File: src/rtl/if_fetch_unit.sv
// -----------------------------------------------------------------------------
// if_fetch_unit
// Instruction Fetch stage of the pipelined MIPS32 core. Owns the PC, selects the
// next PC (exception vector, branch/jump target, PC+4), runs the request/ready
// handshake with instruction memory and hands one instruction per delivery to
// the IF/ID register together with its PC, PC+4 and delay-slot status.
//
// Ports
//   clock            in   system clock, all state on rising edge
//   reset            in   synchronous, active-low reset
//   ID_Stall         in   IF/ID is holding, no delivery this cycle
//   ID_IsBranch      in   instruction in ID is a branch/jump
//   ID_PCSrc         in   branch/jump in ID is taken
//   ID_BranchTarget  in   taken target
//   EXC_Redirect     in   exception/ERET redirect (highest priority)
//   EXC_Vector       in   redirect address
//   InstMem_Read     out  fetch request
//   InstMem_Address  out  word address of the request
//   InstMem_Ready    in   response valid (may coincide with the request)
//   InstMem_In       in   instruction data, valid with InstMem_Ready
//   IF_Instruction   out  fetched instruction, 0 when IF_Stall=1
//   IF_PC            out  PC of IF_Instruction
//   IF_PCAdd4        out  IF_PC + 4 (wraps)
//   IF_IsBDS         out  IF_Instruction is a branch delay slot
//   IF_Stall         out  no valid instruction this cycle
// -----------------------------------------------------------------------------
module if_fetch_unit #(
    parameter logic [31:0] RESET_VECTOR = 32'hBFC0_0000
) (
    input  logic        clock,
    input  logic        reset,
    input  logic        ID_Stall,
    input  logic        ID_IsBranch,
    input  logic        ID_PCSrc,
    input  logic [31:0] ID_BranchTarget,
    input  logic        EXC_Redirect,
    input  logic [31:0] EXC_Vector,
    output logic        InstMem_Read,
    output logic [29:0] InstMem_Address,
    input  logic        InstMem_Ready,
    input  logic [31:0] InstMem_In,
    output logic [31:0] IF_Instruction,
    output logic [31:0] IF_PC,
    output logic [31:0] IF_PCAdd4,
    output logic        IF_IsBDS,
    output logic        IF_Stall
);

    typedef enum logic [1:0] {
        ST_FETCH   = 2'd0,
        ST_HOLD    = 2'd1,
        ST_DISCARD = 2'd2
    } state_t;

    state_t      state_r, state_nx_s;
    logic [31:0] pc_r, pc_nx_s;
    logic [31:0] hold_r, hold_nx_s;
    logic [31:0] tgt_r, tgt_nx_s;
    logic [29:0] disc_addr_r, disc_addr_nx_s;
    logic        bds_pending_r, bds_pending_nx_s;
    logic        tgt_pending_r, tgt_pending_nx_s;

    logic        valid_s;
    logic        deliver_s;
    logic        bds_s;
    logic [31:0] pc_add4_s;
    logic [31:0] next_pc_s;

    // Delivery qualification, next-PC selection and IF/ID-facing outputs.
    always_comb begin
        valid_s   = 1'b0;
        pc_add4_s = pc_r + 32'd4;
        case (state_r)
            ST_FETCH:   valid_s = InstMem_Ready;
            ST_HOLD:    valid_s = 1'b1;
            ST_DISCARD: valid_s = 1'b0;
            default:    valid_s = 1'b0;
        endcase

        // A redirect cycle never delivers, whatever the memory does.
        deliver_s = reset & valid_s & ~ID_Stall & ~EXC_Redirect;
        bds_s     = reset & (ID_IsBranch | bds_pending_r);

        if (EXC_Redirect) begin
            next_pc_s = EXC_Vector;
        end else if (bds_s && ID_PCSrc && ID_IsBranch) begin
            next_pc_s = ID_BranchTarget;
        end else if (tgt_pending_r) begin
            next_pc_s = tgt_r;
        end else begin
            next_pc_s = pc_add4_s;
        end

        InstMem_Read    = reset & (state_r != ST_HOLD);
        // DISCARD keeps the abandoned request's address stable until Ready.
        InstMem_Address = (state_r == ST_DISCARD) ? disc_addr_r : pc_r[31:2];

        if (!deliver_s) begin
            IF_Instruction = 32'd0;
        end else if (state_r == ST_HOLD) begin
            IF_Instruction = hold_r;
        end else begin
            IF_Instruction = InstMem_In;
        end

        IF_Stall = ~deliver_s;
        IF_IsBDS = bds_s;
        if (reset) begin
            IF_PC     = pc_r;
            IF_PCAdd4 = pc_add4_s;
        end else begin
            IF_PC     = RESET_VECTOR;
            IF_PCAdd4 = RESET_VECTOR + 32'd4;
        end
    end

    // Next-state logic for the fetch FSM, PC and delay-slot bookkeeping.
    always_comb begin
        state_nx_s       = state_r;
        pc_nx_s          = pc_r;
        hold_nx_s        = hold_r;
        tgt_nx_s         = tgt_r;
        disc_addr_nx_s   = disc_addr_r;
        bds_pending_nx_s = bds_pending_r;
        tgt_pending_nx_s = tgt_pending_r;

        if (EXC_Redirect) begin
            pc_nx_s          = EXC_Vector;
            hold_nx_s        = 32'd0;
            bds_pending_nx_s = 1'b0;
            tgt_pending_nx_s = 1'b0;
            case (state_r)
                ST_FETCH: begin
                    if (InstMem_Ready) begin
                        state_nx_s = ST_FETCH;
                    end else begin
                        state_nx_s     = ST_DISCARD;
                        disc_addr_nx_s = pc_r[31:2];
                    end
                end
                // Already discarding: the old request is still the one in flight.
                ST_DISCARD: state_nx_s = InstMem_Ready ? ST_FETCH : ST_DISCARD;
                ST_HOLD:    state_nx_s = ST_FETCH;
                default:    state_nx_s = ST_FETCH;
            endcase
        end else begin
            case (state_r)
                ST_FETCH: begin
                    if (InstMem_Ready && ID_Stall) begin
                        hold_nx_s  = InstMem_In;
                        state_nx_s = ST_HOLD;
                    end else begin
                        state_nx_s = ST_FETCH;
                    end
                end
                ST_HOLD:    state_nx_s = ID_Stall ? ST_HOLD : ST_FETCH;
                ST_DISCARD: state_nx_s = InstMem_Ready ? ST_FETCH : ST_DISCARD;
                default:    state_nx_s = ST_FETCH;
            endcase

            if (deliver_s) begin
                pc_nx_s          = next_pc_s;
                bds_pending_nx_s = 1'b0;
                tgt_pending_nx_s = 1'b0;
            end else if (!ID_Stall && ID_IsBranch) begin
                // Branch leaves ID before its slot arrives: remember it.
                bds_pending_nx_s = 1'b1;
                if (ID_PCSrc) begin
                    tgt_pending_nx_s = 1'b1;
                    tgt_nx_s         = ID_BranchTarget;
                end else begin
                    tgt_pending_nx_s = tgt_pending_r;
                end
            end else begin
                bds_pending_nx_s = bds_pending_r;
            end
        end
    end

    // State register with synchronous active-low reset.
    always_ff @(posedge clock) begin
        if (!reset) begin
            state_r       <= ST_FETCH;
            pc_r          <= RESET_VECTOR;
            hold_r        <= 32'd0;
            tgt_r         <= 32'd0;
            disc_addr_r   <= 30'd0;
            bds_pending_r <= 1'b0;
            tgt_pending_r <= 1'b0;
        end else begin
            state_r       <= state_nx_s;
            pc_r          <= pc_nx_s;
            hold_r        <= hold_nx_s;
            tgt_r         <= tgt_nx_s;
            disc_addr_r   <= disc_addr_nx_s;
            bds_pending_r <= bds_pending_nx_s;
            tgt_pending_r <= tgt_pending_nx_s;
        end
    end

endmodule
File: config.mk
export PLATFORM = sky130hd
export DESIGN_NAME = if_fetch_unit
export DESIGN_NICKNAME = d
export VERILOG_FILES = /design/src/rtl/if_fetch_unit.sv
export SDC_FILE = /design/constraint.sdc
export NUM_CORES = 1
export LEC_CHECK = 0
export BUFFER_PORTS_ARGS = -buffer_cell sky130_fd_sc_hd__buf_2
export CAP_MARGIN = 25
export CELL_PAD_IN_SITES_DETAIL_PLACEMENT = 1
export CELL_PAD_IN_SITES_GLOBAL_PLACEMENT = 1
export CORE_UTILIZATION = 36
export DETAILED_ROUTE_END_ITERATION = 10
export GPL_TIMING_DRIVEN = 0
export PLACE_DENSITY_LB_ADDON = 0.05
export SYNTH_ARGS = -nofsm -noshare
export SYNTH_HDL_FRONTEND = slang
export SYNTH_SLANG_ARGS = --single-unit
File: constraint.sdc
create_clock -name clock -period 2.5 [get_ports clock]
set_clock_uncertainty 0.2 [all_clocks]
set_input_delay 0 -clock clock [delete_from_list [all_inputs] [get_ports clock]]
set_output_delay 0 -clock clock [all_outputs]
set_load 0.01 [all_outputs]
# == Word level (Yosys, flattened, before mapping) ==
# Cells that the tools add are included.
# word_totals
word_cells,52
in_bits,103
output_inout_bits,129
ff_bits,130
# classes
add_sub_neg,1
n_eq_ne,3
muxes,16
reduce_logical,14
n_bitwise,11
# ops
operator,count
2-to-1 mux 32 bit,8
"adder 32 x 3 -> 32 bit, second input constant",1
2-to-1 mux 30 bit,1
2-to-1 mux 2 bit,3
case mux 2 bit (3 select lines),1
AND 1 bit,5
NOT 1 bit,5
logical AND 1 bit,4
AND reduction 2 bit,2
AND reduction 4 bit,1
OR reduction 2 bit,2
AND reduction 3 bit,1
OR reduction 3 bit,1
"equality test 2 x 1 -> 1 bit, second input constant",1
"equality test 2 bit, second input constant",1
zero test 2 bit,1
2-to-1 mux 1 bit,2
"inequality test 2 x 1 -> 1 bit, second input constant",1
case mux 1 bit (2 select lines),1
nonzero test 2 bit,1
zero test 1 bit,1
OR 1 bit,1

# == Logic depth before layout (Yosys ltp) ==
# Gate-level depths: netlist of run 1.
# logic_depth
depth_word,7
depth_mapped,9
depth_no_buf,6

# == Worst setup path after synthesis of run 1 ==
# Ideal clock, no wire load.
# synth_timing
path_kind,register to output
start,register pc_r[4]
end,output IF_PCAdd4[21]
required_time_ps,2300
path_stages_with_launch,8
slack_ps,380
n_path_buf,2
t_arrival_ps,1920
path_cell_list,dfxtp_1 > clkbuf_1 > and4_1 > buf_2 > nand3_2 > or2_1 > or3_1 > a21oi_1
# synth_between
elab_chain_cells,2
# synth_lines
element,line,rtl
"start, declared",56,"logic [31:0] pc_r, pc_nx_s;"
"start signal, assigned",192,pc_r <= pc_nx_s;
adder 32 x 3 -> 32 bit,72,pc_add4_s = pc_r + 32'd4;
2-to-1 mux 32 bit,108,if (reset) begin
"end, declared",44,"output logic [31:0] IF_PCAdd4,"
# Every way passes these cells.

# == Worst setup path after layout of run 1 ==
# layout_timing
start,register pc_r[18]
end,output IF_PCAdd4[21]
# Same word-level chain as after synthesis.

==> results of run 1 <==
routing by layer:
layer	vias to the layer above	part of all wire (%)	global-route usage, %
met1	4507	42	39.3
met3	99	6.8	6.88
met4	0	4.6	17.6
met5	-	0	0
met2	398	47	54.7
li1	4419	-	-
worst paths after layout:
| path | endpoint | slack, ns | cells past startpoint |
|---|---|---|---|
| hold / removal | bds_pending_r | 0.03 | 4 |
| setup / recovery | IF_PCAdd4[21] | -0.07 | 6 |
| hold reg to reg | tgt_r[14] | 0.25 | 2 |
| setup reg to reg | tgt_r[0] | 0.14 | 7 |
through the flow:
step / instance area, sq um / hold slack (ns)
final: 11100 / 0.0299
after global routing: 11100 / 0.0736
after CTS: 11000 / 0.00218
after detailed placement: 9000 / 0.0471
after global placement: 9000 / 0.0428
after floorplan: 7520 / -0.0737
cells in the mapped netlist (all sizes together) (2+ instances only):
| cell | instances |
|---|---|
| xor2 | 4 |
| dfxtp | 130 |
| buf | 14 |
| inv | 19 |
| o2bb2ai | 4 |
| a32o | 3 |
| a21oi | 149 |
| nor3 | 16 |
| nor4 | 10 |
| a211oi | 3 |
| mux2 | 21 |
| a22oi | 13 |
| or2 | 4 |
| a22o | 2 |
| nor3b | 2 |
| o22ai | 3 |
| and3 | 9 |
| and2 | 28 |
| o311ai | 2 |
| a32oi | 3 |
| a221oi | 2 |
| nor2 | 47 |
| o211ai | 17 |
| or3 | 4 |
| o21a | 4 |
| mux2i | 8 |
| a311oi | 3 |
| nand4 | 9 |
| nand2 | 324 |
| or4 | 2 |
| o21ai | 53 |
| nand2b | 7 |
| a221o | 2 |
| nor2b | 6 |
| a31oi | 7 |
| clkbuf | 86 |
| nand3 | 25 |
| and4 | 3 |
| xnor2 | 21 |
layout make-up:
cell class / instances / area (sq um)
sequential: 130 / 2660
multi-input combinational: 834 / 4630
inverter: 20 / 75.1
fill: 2664 / 9270
clock inverter: 13 / 149
tap: 270 / 338
timing repair buffer: 356 / 2390
buffer: 90 / 408
clock buffer: 19 / 443
layout by cell type (no fill, tap or decap), drive strengths merged, types with 25 or more instances in the layout:
master       count
nand2          324
buf            262
a21oi          149
dfxtp          130
dlygate4sd3    106
clkbuf          96
o21ai           53
nor2            47
and2            28
nand3           25
state kept, by name, summed over array words and instances, names as in the netlist:
name,count
disc_addr_r,30
pc_r,32
state_r,2
tgt_pending_r,1
hold_r,32
tgt_r,32
bds_pending_r,1
timing repair:
action                                 4_1_cts  5_1_grt
endpoints found under the hold margin      100        0
pin swaps                                   12       11
resized for setup                           68       41
cloned                                       1        0
setup endpoints to repair                  114       87
hold buffers                               106        0
buffers inserted                            13        8
cells by family after synthesis:
| family | count (synthesis) | synth area share, % |
|---|---|---|
| AOI/OAI and AO/OA | 281 | 21.9 |
| xor gates and xnor gates | 25 | 2.91 |
| adders and majority gates | 1 | 0.166 |
| buffers and inverters | 120 | 6.26 |
| DFF | 130 | 34.6 |
| muxes | 29 | 4.21 |
| and+or+nand+nor | 498 | 30.0 |
worst max-delay path, cell delays in order, from the launching register on:
cell and delay [ns]:
dfxtp_4 0.38, nand2_1 0.06, or4_4 0.58, or2_4 0.29
or3_1 0.33, a21oi_2 0.16, buf_2 0.16
power by group through the flow:
| stage | sequential, uW | clock [uW] | combinational (uW) |
|---|---|---|---|
| floorplan | 2250 | 0 | 568 |
| global placement | 2270 | 0 | 994 |
| detailed placement | 2270 | 0 | 1000 |
| CTS | 2240 | 2580 | 1150 |
| global route | 2260 | 2680 | 1280 |
| finish | 2250 | 2570 | 1190 |
==> results.ini, run 1 <==
[min_path]
hold_class = primary input to flip-flop
hold_start = ID_IsBranch

[synth]
mappedNetlistNets = 1188
synth_edf_count = 0
avgSynthCellArea_sq_um = 6.94
yosysUniqueCellTypes = 68
synthDominantCellAreaShare_pct = 34.6
ys_seq_area_share_pct = 34.6
synth_ff_type = dfxtp_1
synth.cell_area_sq_mm = 0.00752
yosys-top-cells-area = dfxtp_1, nand2_1, a21oi_1
yosysTopAreaCell = dfxtp_1
synthArstFlopShare_pct = 0
ys_warn_count = 0
ys_seq_elements = 130
synth_cells = 1084

[pwr]
power_density_mw_per_mm2 = 542
internal_power_uw = 4160
leakagePower_uw = 0.00461
p_clk_share_pct = 42.7
ir_worst_vdd_v = 0.000470
switchingPower_uw = 1850
power_uw = 6010
switching_share_pct = 30.8
share_comb_of_total_power_pct = 19.8
power_frac_seq_pct = 37.5

[die]
rows = 52
start_util_pct = 36.9
die-height_um = 147
die_area_sq_mm = 0.0215
core_area_sq_mm = 0.0204
num_io_pins = 232
die_w_um = 147

[sta]
slew_headroom_pct = 36.5
period_share_pct = 103
rsz0062_at_grt = yes
min_period_ns = 2.57
fin_ws_ns = -0.0730
hold_viol = 0
fin_tns_setup_ns = -0.0730
worstMarginPinSlew_ns = 0.952
finalMaxSlewViolations = 0
fmax_ghz = 0.389
finalSetupViolations = 1

[drt]
routed_wl_um = 35300
avgViaCountPerCell = 5.44
dr.first_iter.drc_count = 547
ant_nets = 0
drcViolationCount = 0
first_pass_iters = 5
wl_per_cell_um = 20.4
vias = 9423

[place]
numPortBuffers = 228
gp_congestion = 0.900
place_ws_ns = -0.252
place_inst = 1582
hpwlAfterDp_um = 24500

[setup_path]
arrival_ns = 2.37
critPathCaptureType = output port
r2r-start = state_r[1]
crit_path_start = pc_r[18]
start_kind = flip-flop
cp.required_ns = 2.30
crit_fanout = 6
crit_type = flip-flop to output port

[grt]
grt_first_pass_wirelength_um = 53800
grt_max_degree = 20
grt_overflow = 0
grt_pass1_vias = 9585
track_usage_pct = 32.8
antenna_found_initial = 0

[layout]
antenna_cells = 0
synthToLayoutAreaGrowth_pct = 47.6
drive_gt1_share_pct = 26.3
final_cells = 1732
final_util_pct = 54.5
fin_nets = 1553

[run_status]
status = complete, but fails checks
violations = setup timing

[clocking]
path_clk_slew_ns = 0.06
cts-htree-levels = 4
cts_buffer_depth = 2
cts.sinks = 130
cts-root-buf = clkbuf_16
cts_made_buffers = 17
clk_latency_ns = 0.43
cts_tree = done

[run]
max_cap_violations = 0

Note: power is estimated with default switching activity, not from simulation.
==> run 2, diff against run 1 <==
--- a/config.mk
+++ b/config.mk
@@ -7,2 +7,3 @@
 export LEC_CHECK = 0
+export ABC_AREA = 0
 export BUFFER_PORTS_ARGS = -buffer_cell sky130_fd_sc_hd__buf_2
@@ -15,2 +16,3 @@
 export PLACE_DENSITY_LB_ADDON = 0.05
+export SETUP_SLACK_MARGIN = 0.2
 export SYNTH_ARGS = -nofsm -noshare
==> constraint.sdc (replaced) <==
create_clock -name clock -period 2.5 [get_ports clock]
set_clock_uncertainty 0.2 [all_clocks]
set_input_delay 0.5 -clock clock [delete_from_list [all_inputs] [get_ports clock]]
set_output_delay 0.5 -clock clock [all_outputs]
set_load 0.01 [all_outputs]
==> run 2 against run 1 <==
The run still ends with setup timing left. Final area up 13%. Largest cell class unchanged. Utilization up 7.0 points. Combinational power rose by 31%. Final cell count shrank 0.98%. Sequential power about the same. Routed wire length rose by 26%. Maximum frequency down 19%. Power is 10% higher. Count of clock-buffer cells in the layout grew 1. Critical path depth up 2. Non-clock buffer count down 19.
==> results.ini, run 2 (same netlist as run 1, synthesis figures left out) <==
[run_status]
status = complete, but fails checks
violations = setup timing

[setup_path]
critPathCaptureType = output port
cp_slowest_stage_delay_ns = 0.51  ; -0.07 ns
crit_fanout = 10  ; +4
start_kind = flip-flop
cp_num_buf_inv = 3  ; +2
cp.required_ns = 1.80  ; -0.50 ns
cp_top_family = simple AND/OR/NAND/NOR gates
rrSetupSlack_ns = -0.05  ; -0.19 ns
reg2reg_to = pc_r[23]
path_cells = buf_6 -> nand3_4 -> or4_4 -> buf_8 -> nor4_4 -> xnor2_2 -> nand2_1 -> buf_2
crit_slowest_cell = or4_4
arrival_ns = 2.49  ; +0.12 ns
reg2regPathDepth = 9  ; +2
crit_type = flip-flop to output port
r2r-start = state_r[1]

[sta]
fin_ws_ns = -0.691  ; -0.619 ns
hold_viol = 0  ; unchanged
finalMaxSlewViolations = 0  ; unchanged
slew_headroom_pct = 38.8  ; +2.3 points
rsz0062_at_grt = yes
finalSetupViolations = 79  ; +78
min_period_ns = 3.19  ; +0.619 ns
period_share_pct = 128  ; +25 points
whs_ns = 0.0961  ; +0.0661 ns
worstMarginPinSlew_ns = 0.918  ; -0.0349 ns
fmax_ghz = 0.313  ; -19%
fin_tns_setup_ns = -17.75  ; -17.68 ns

[clocking]
cts.sinks = 130  ; unchanged
path_clk_slew_ns = 0.07  ; about the same
cts_buffer_depth = 2  ; unchanged
hold_buffers = 0  ; -100%
cts-htree-levels = 4  ; unchanged
cts_made_buffers = 17  ; unchanged
clk_latency_ns = 0.45  ; +0.02 ns
cts_tree = done
cts-root-buf = clkbuf_16

[pwr]
leakagePower_uw = 0.00527  ; +14%
power_density_mw_per_mm2 = 529  ; -2.4%
ir_worst_vdd_v = 0.000519  ; +10%
power_uw = 6620  ; +10%

[die]
die_area_sq_mm = 0.0215  ; unchanged
num_io_pins = 232  ; unchanged
rows = 52  ; unchanged
die_w_um = 147  ; unchanged
core_area_sq_mm = 0.0204  ; unchanged
die-height_um = 147  ; unchanged
start_util_pct = 36.9  ; unchanged

[layout]
final_common_cell = nand2_1
regArea_sq_mm = 0.00266  ; +0.19%
largestRegisters = hold_r: 32 flops, pc_r: 32 flops, tgt_r: 32 flops
multi_input_area_sq_mm = 0.00549  ; +19%
synthToLayoutAreaGrowth_pct = 66.5
final_cell_area_sq_mm = 0.0125  ; +13%
layout_common_cells = nand2_1, buf_2, a21oi_1
fin_nets = 1534  ; -1.2%
drive_gt1_share_pct = 41.9  ; +16 points
n_fill_cell = 2517  ; -5.5%

[drt]
wl_per_cell_um = 26.0  ; +27%
routed-wl-met2_um = 20800  ; +26%
highest_layer = met4
ant_nets = 0  ; unchanged
vias = 10400  ; +10%
routed_wl_um = 44600  ; +26%
avgViaCountPerCell = 6.05  ; +11%
first_pass_iters = 6  ; +1
drcViolationCount = 0  ; unchanged
wl_met3_um = 4240  ; +78%
met1_length_um = 16100  ; +8.9%
dr.first_iter.drc_count = 1045  ; +91%

[min_path]
hold_depth = 3  ; -1
hold_class = primary input to flip-flop
hold_start = EXC_Vector[4]
min_to = pc_r[4]

[place]
numPortBuffers = 228  ; unchanged
gp_congestion = 0.943  ; +4.8%
hpwlAfterDp_um = 25500  ; +4.3%
place_area_sq_mm = 0.00948  ; +5.3%

[grt]
grt_pass1_vias = 10200  ; +6.3%
grt_first_pass_wirelength_um = 59100  ; +9.8%
track_usage_pct = 36.4  ; +3.6 points
grt_max_degree = 17  ; -15%
grt_overflow = 0  ; unchanged
antenna_found_initial = 0  ; unchanged

[run]
max_cap_violations = 0  ; unchanged

## run 2: changes by cell type in the layout (fill, tap and decap cells not counted), sizes merged
cell / delta
clkinv: +2
buf: +98
bufbuf: -1
inv: -4
clkbuf: -9
bufinv: +2
dlygate4sd3: -106
clkinvlp: -1
diode: +2
## run 2: stage by stage
| step | utilization (%) | worst slack (ns) | cells |
|---|---|---|---|
| 4_1_cts | 58.2 | -0.530 | 1688 |
| 3_3_place_gp | 46.5 | -0.811 | 1582 |
| 6_report | 61.5 | -0.691 | 1715 |
| 3_5_place_dp | 46.5 | -0.817 | 1582 |
| 2_1_floorplan | - | 0.0414 | 1084 |
| 5_1_grt | 61.5 | -0.718 | 1713 |
## run 2: cell type report
cell class,count,share of cell area [%]
multi-input combinational,834,43.9
sequential,130,21.3
timing repair buffer,327,19.6
buffer,100,6.78
clock buffer,20,3.65
tap,270,2.70
clock inverter,12,1.44
inverter,20,0.600
antenna,2,0.0400
## run 2: metal layers
metal / vias up / global-route usage (%)
met1: 4945 / 40.9
met3: 277 / 7.75
met4: 0 / 23.7
met2: 770 / 62.2
li1: 4389 / -
met5: - / 0
## run 2: power breakdown
part / internal (uW) / switching (uW) / total (uW)
clock network: 1730 / 1090 / 2810
logic: 645 / 918 / 1560
registers: 2160 / 89.4 / 2240
total: 4530 / 2090 / 6620
## run 2: how the worst max path moves through the flow
stage               startpoint             to  depth (start not counted)
floorplan             pc_r[13]  IF_PCAdd4[21]                          5
global placement         reset  IF_PCAdd4[26]                          7
detailed placement       reset  IF_PCAdd4[26]                          7
CTS                    pc_r[8]  IF_PCAdd4[21]                          7
global route           pc_r[8]  IF_PCAdd4[25]                          8
finish                 pc_r[9]  IF_PCAdd4[25]                          8
## run 2: tightest hold or removal path: stages
cell and delay [ns]:
buf_2 0.08, nand3_1 0.07, o21ai_0 0.06
## run 2: timing repair
action                     CTS  global route
pin swaps                   46            37
buffers inserted            67            25
setup endpoints to repair  220           204
gates resized for setup    283           147
cloned                       7             0
hold endpoints to repair     0             0
==> run 3, diff against run 2 <==
- RECOVER_POWER: default -> 100
- SKIP_LAST_GASP: default -> 1
==> run 3 against run 2 <==
The flow still finishes with violations (setup timing). Final cell count shrank 0.70%. Non-clock buffer count shrank 10. Critical endpoint is now IF_PCAdd4[28]. Count of clock-buffer cells in the layout is the same. Register-to-register slack lost 0.15 ns. Final area shrank 2.3%. Critical path depth shrank 2. Clock power is essentially flat. Largest power group unchanged.
==> results.ini, run 3 (same netlist as run 1, synthesis figures left out) <==
[setup_path]
reg2reg_to = pc_r[21]
critPathCaptureType = output port
arrival_ns = 2.42  ; -0.07 ns
start_kind = flip-flop
reg2regPathDepth = 7  ; -2
crit_fanout = 5  ; -5
r2r-start = state_r[1]
endpoint = IF_PCAdd4[28]
crit_path_start = pc_r[23]
crit_type = flip-flop to output port
rrSetupSlack_ns = -0.20  ; -0.15 ns
cp.required_ns = 1.80  ; about the same

[grt]
grt_overflow = 0  ; unchanged
track_usage_pct = 35.8  ; -0.59 points
grt_pass1_vias = 10100  ; -0.85%
grt_first_pass_wirelength_um = 58400  ; -1.2%
grt_max_degree = 17  ; unchanged
antenna_found_initial = 0  ; unchanged

[layout]
largestRegisters = hold_r: 32 flops, pc_r: 32 flops, tgt_r: 32 flops
final_common_cell = nand2_1
final_cells = 1703  ; -0.70%
antenna_cells = 0  ; -2
fin_nets = 1524  ; -0.65%
final_util_pct = 60.0  ; -1.4 points
layout_common_cells = nand2_1, buf_2, a21oi_1
drive_gt1_share_pct = 40.7  ; -1.2 points
synthToLayoutAreaGrowth_pct = 62.6

[sta]
finalSetupViolations = 159  ; +100%
slew_headroom_pct = 39.6  ; +0.79 points
rsz0062_at_grt = yes
worstMarginPinSlew_ns = 0.896  ; -0.0213 ns
period_share_pct = 125  ; -3.0 points
hold_viol = 0  ; unchanged
fmax_ghz = 0.321  ; +2.4%
min_period_ns = 3.12  ; -0.0748 ns
finalMaxSlewViolations = 0  ; unchanged
fin_ws_ns = -0.617  ; +0.0748 ns

[run_status]
violations = setup timing
status = complete, but fails checks

[die]
start_util_pct = 36.9  ; unchanged
die_area_sq_mm = 0.0215  ; unchanged
die-height_um = 147  ; unchanged
num_io_pins = 232  ; unchanged
die_w_um = 147  ; unchanged
rows = 52  ; unchanged
core_area_sq_mm = 0.0204  ; unchanged

[clocking]
cts-root-buf = clkbuf_16
cts_buffer_depth = 2  ; unchanged
cts_made_buffers = 17  ; unchanged
cts.sinks = 130  ; unchanged
path_clk_slew_ns = 0.06  ; about the same
clk_latency_ns = 0.44  ; about the same
cts-htree-levels = 4  ; unchanged
cts_tree = done

[pwr]
leakagePower_uw = 0.00514  ; -2.5%
ir_worst_vdd_v = 0.000502  ; -3.2%
power_density_mw_per_mm2 = 532  ; +0.63%

[min_path]
hold_depth = 3  ; unchanged
hold_class = primary input to flip-flop

[place]
place_ws_ns = -0.817  ; unchanged
place_inst = 1582  ; unchanged
hpwlAfterDp_um = 25500  ; unchanged
numPortBuffers = 228  ; unchanged
gp_congestion = 0.943  ; unchanged

[drt]
first_pass_iters = 8  ; +2
avgViaCountPerCell = 5.93  ; -2.0%
wl_per_cell_um = 24.3  ; -6.4%
routed_wl_um = 41400  ; -7.0%
vias = 10100  ; -2.7%
ant_nets = 0  ; unchanged
drcViolationCount = 0  ; unchanged
dr.first_iter.drc_count = 925  ; -11%

[run]
max_cap_violations = 0  ; unchanged

[run 3: what timing repair did]
action	CTS	global route
pin swaps	45	29
endpoints found under the setup margin	220	205
hold buffers	0	0
setup buffers	67	15
gates cloned	7	0
gates resized for setup	265	145
[run 3: worst min-delay path by stage]
stage | start | to | slack, ns
after floorplan | pc_r[0] | pc_r[0] | 0.23
after CTS | EXC_Vector[4] | pc_r[4] | 0.11
after global placement | pc_r[0] | pc_r[0] | 0.24
after global routing | ID_BranchTarget[1] | tgt_r[1] | 0.12
final | InstMem_In[29] | hold_r[29] | 0.11
after detailed placement | disc_addr_r[28] | disc_addr_r[28] | 0.24
[run 3: layout make-up]
| class | instances | area [sq um] |
|---|---|---|
| tap | 270 | 338 |
| clock inverter | 12 | 180 |
| fill | 2563 | 8140 |
| timing repair buffer | 317 | 2320 |
| buffer | 100 | 787 |
| multi-input combinational | 834 | 5420 |
| inverter | 20 | 78.8 |
| clock buffer | 20 | 457 |
| sequential | 130 | 2650 |
[run 3: critical path, cell delays in order, from the launching register on]
cell     delay, ns
dfxtp_2       0.42
inv_1         0.24
or4b_4        0.68
nor3_4        0.23
xnor2_1       0.14
nand2_1       0.11
buf_2         0.15
[run 3: layer usage]
metal,vias up,track usage (%),part of all wire (%)
met3,198,6.41,7.9
met5,-,0,0
met4,0,22.0,6.8
met2,648,61.5,47
li1,4376,-,-
met1,4883,41.3,38
[run 3: power breakdown]
| part | total, uW | internal, uW | switching [uW] |
|---|---|---|---|
| clock network | 2790 | 1730 | 1060 |
| logic | 1470 | 609 | 865 |
| registers | 2240 | 2160 | 84.6 |
[run 3: per-stage QoR]
step / power, uW / instance area [sq um] / hold slack (ns) / setup TNS [ns]
floorplan: 2860 / 8000 / 0.227 / 0
global placement: 3310 / 9480 / 0.237 / -77.29
detailed placement: 3330 / 9480 / 0.245 / -80.43
CTS: 6320 / 11800 / 0.108 / -12.18
global route: 6640 / 12200 / 0.115 / -33.91
finish: 6510 / 12200 / 0.112 / -29.74
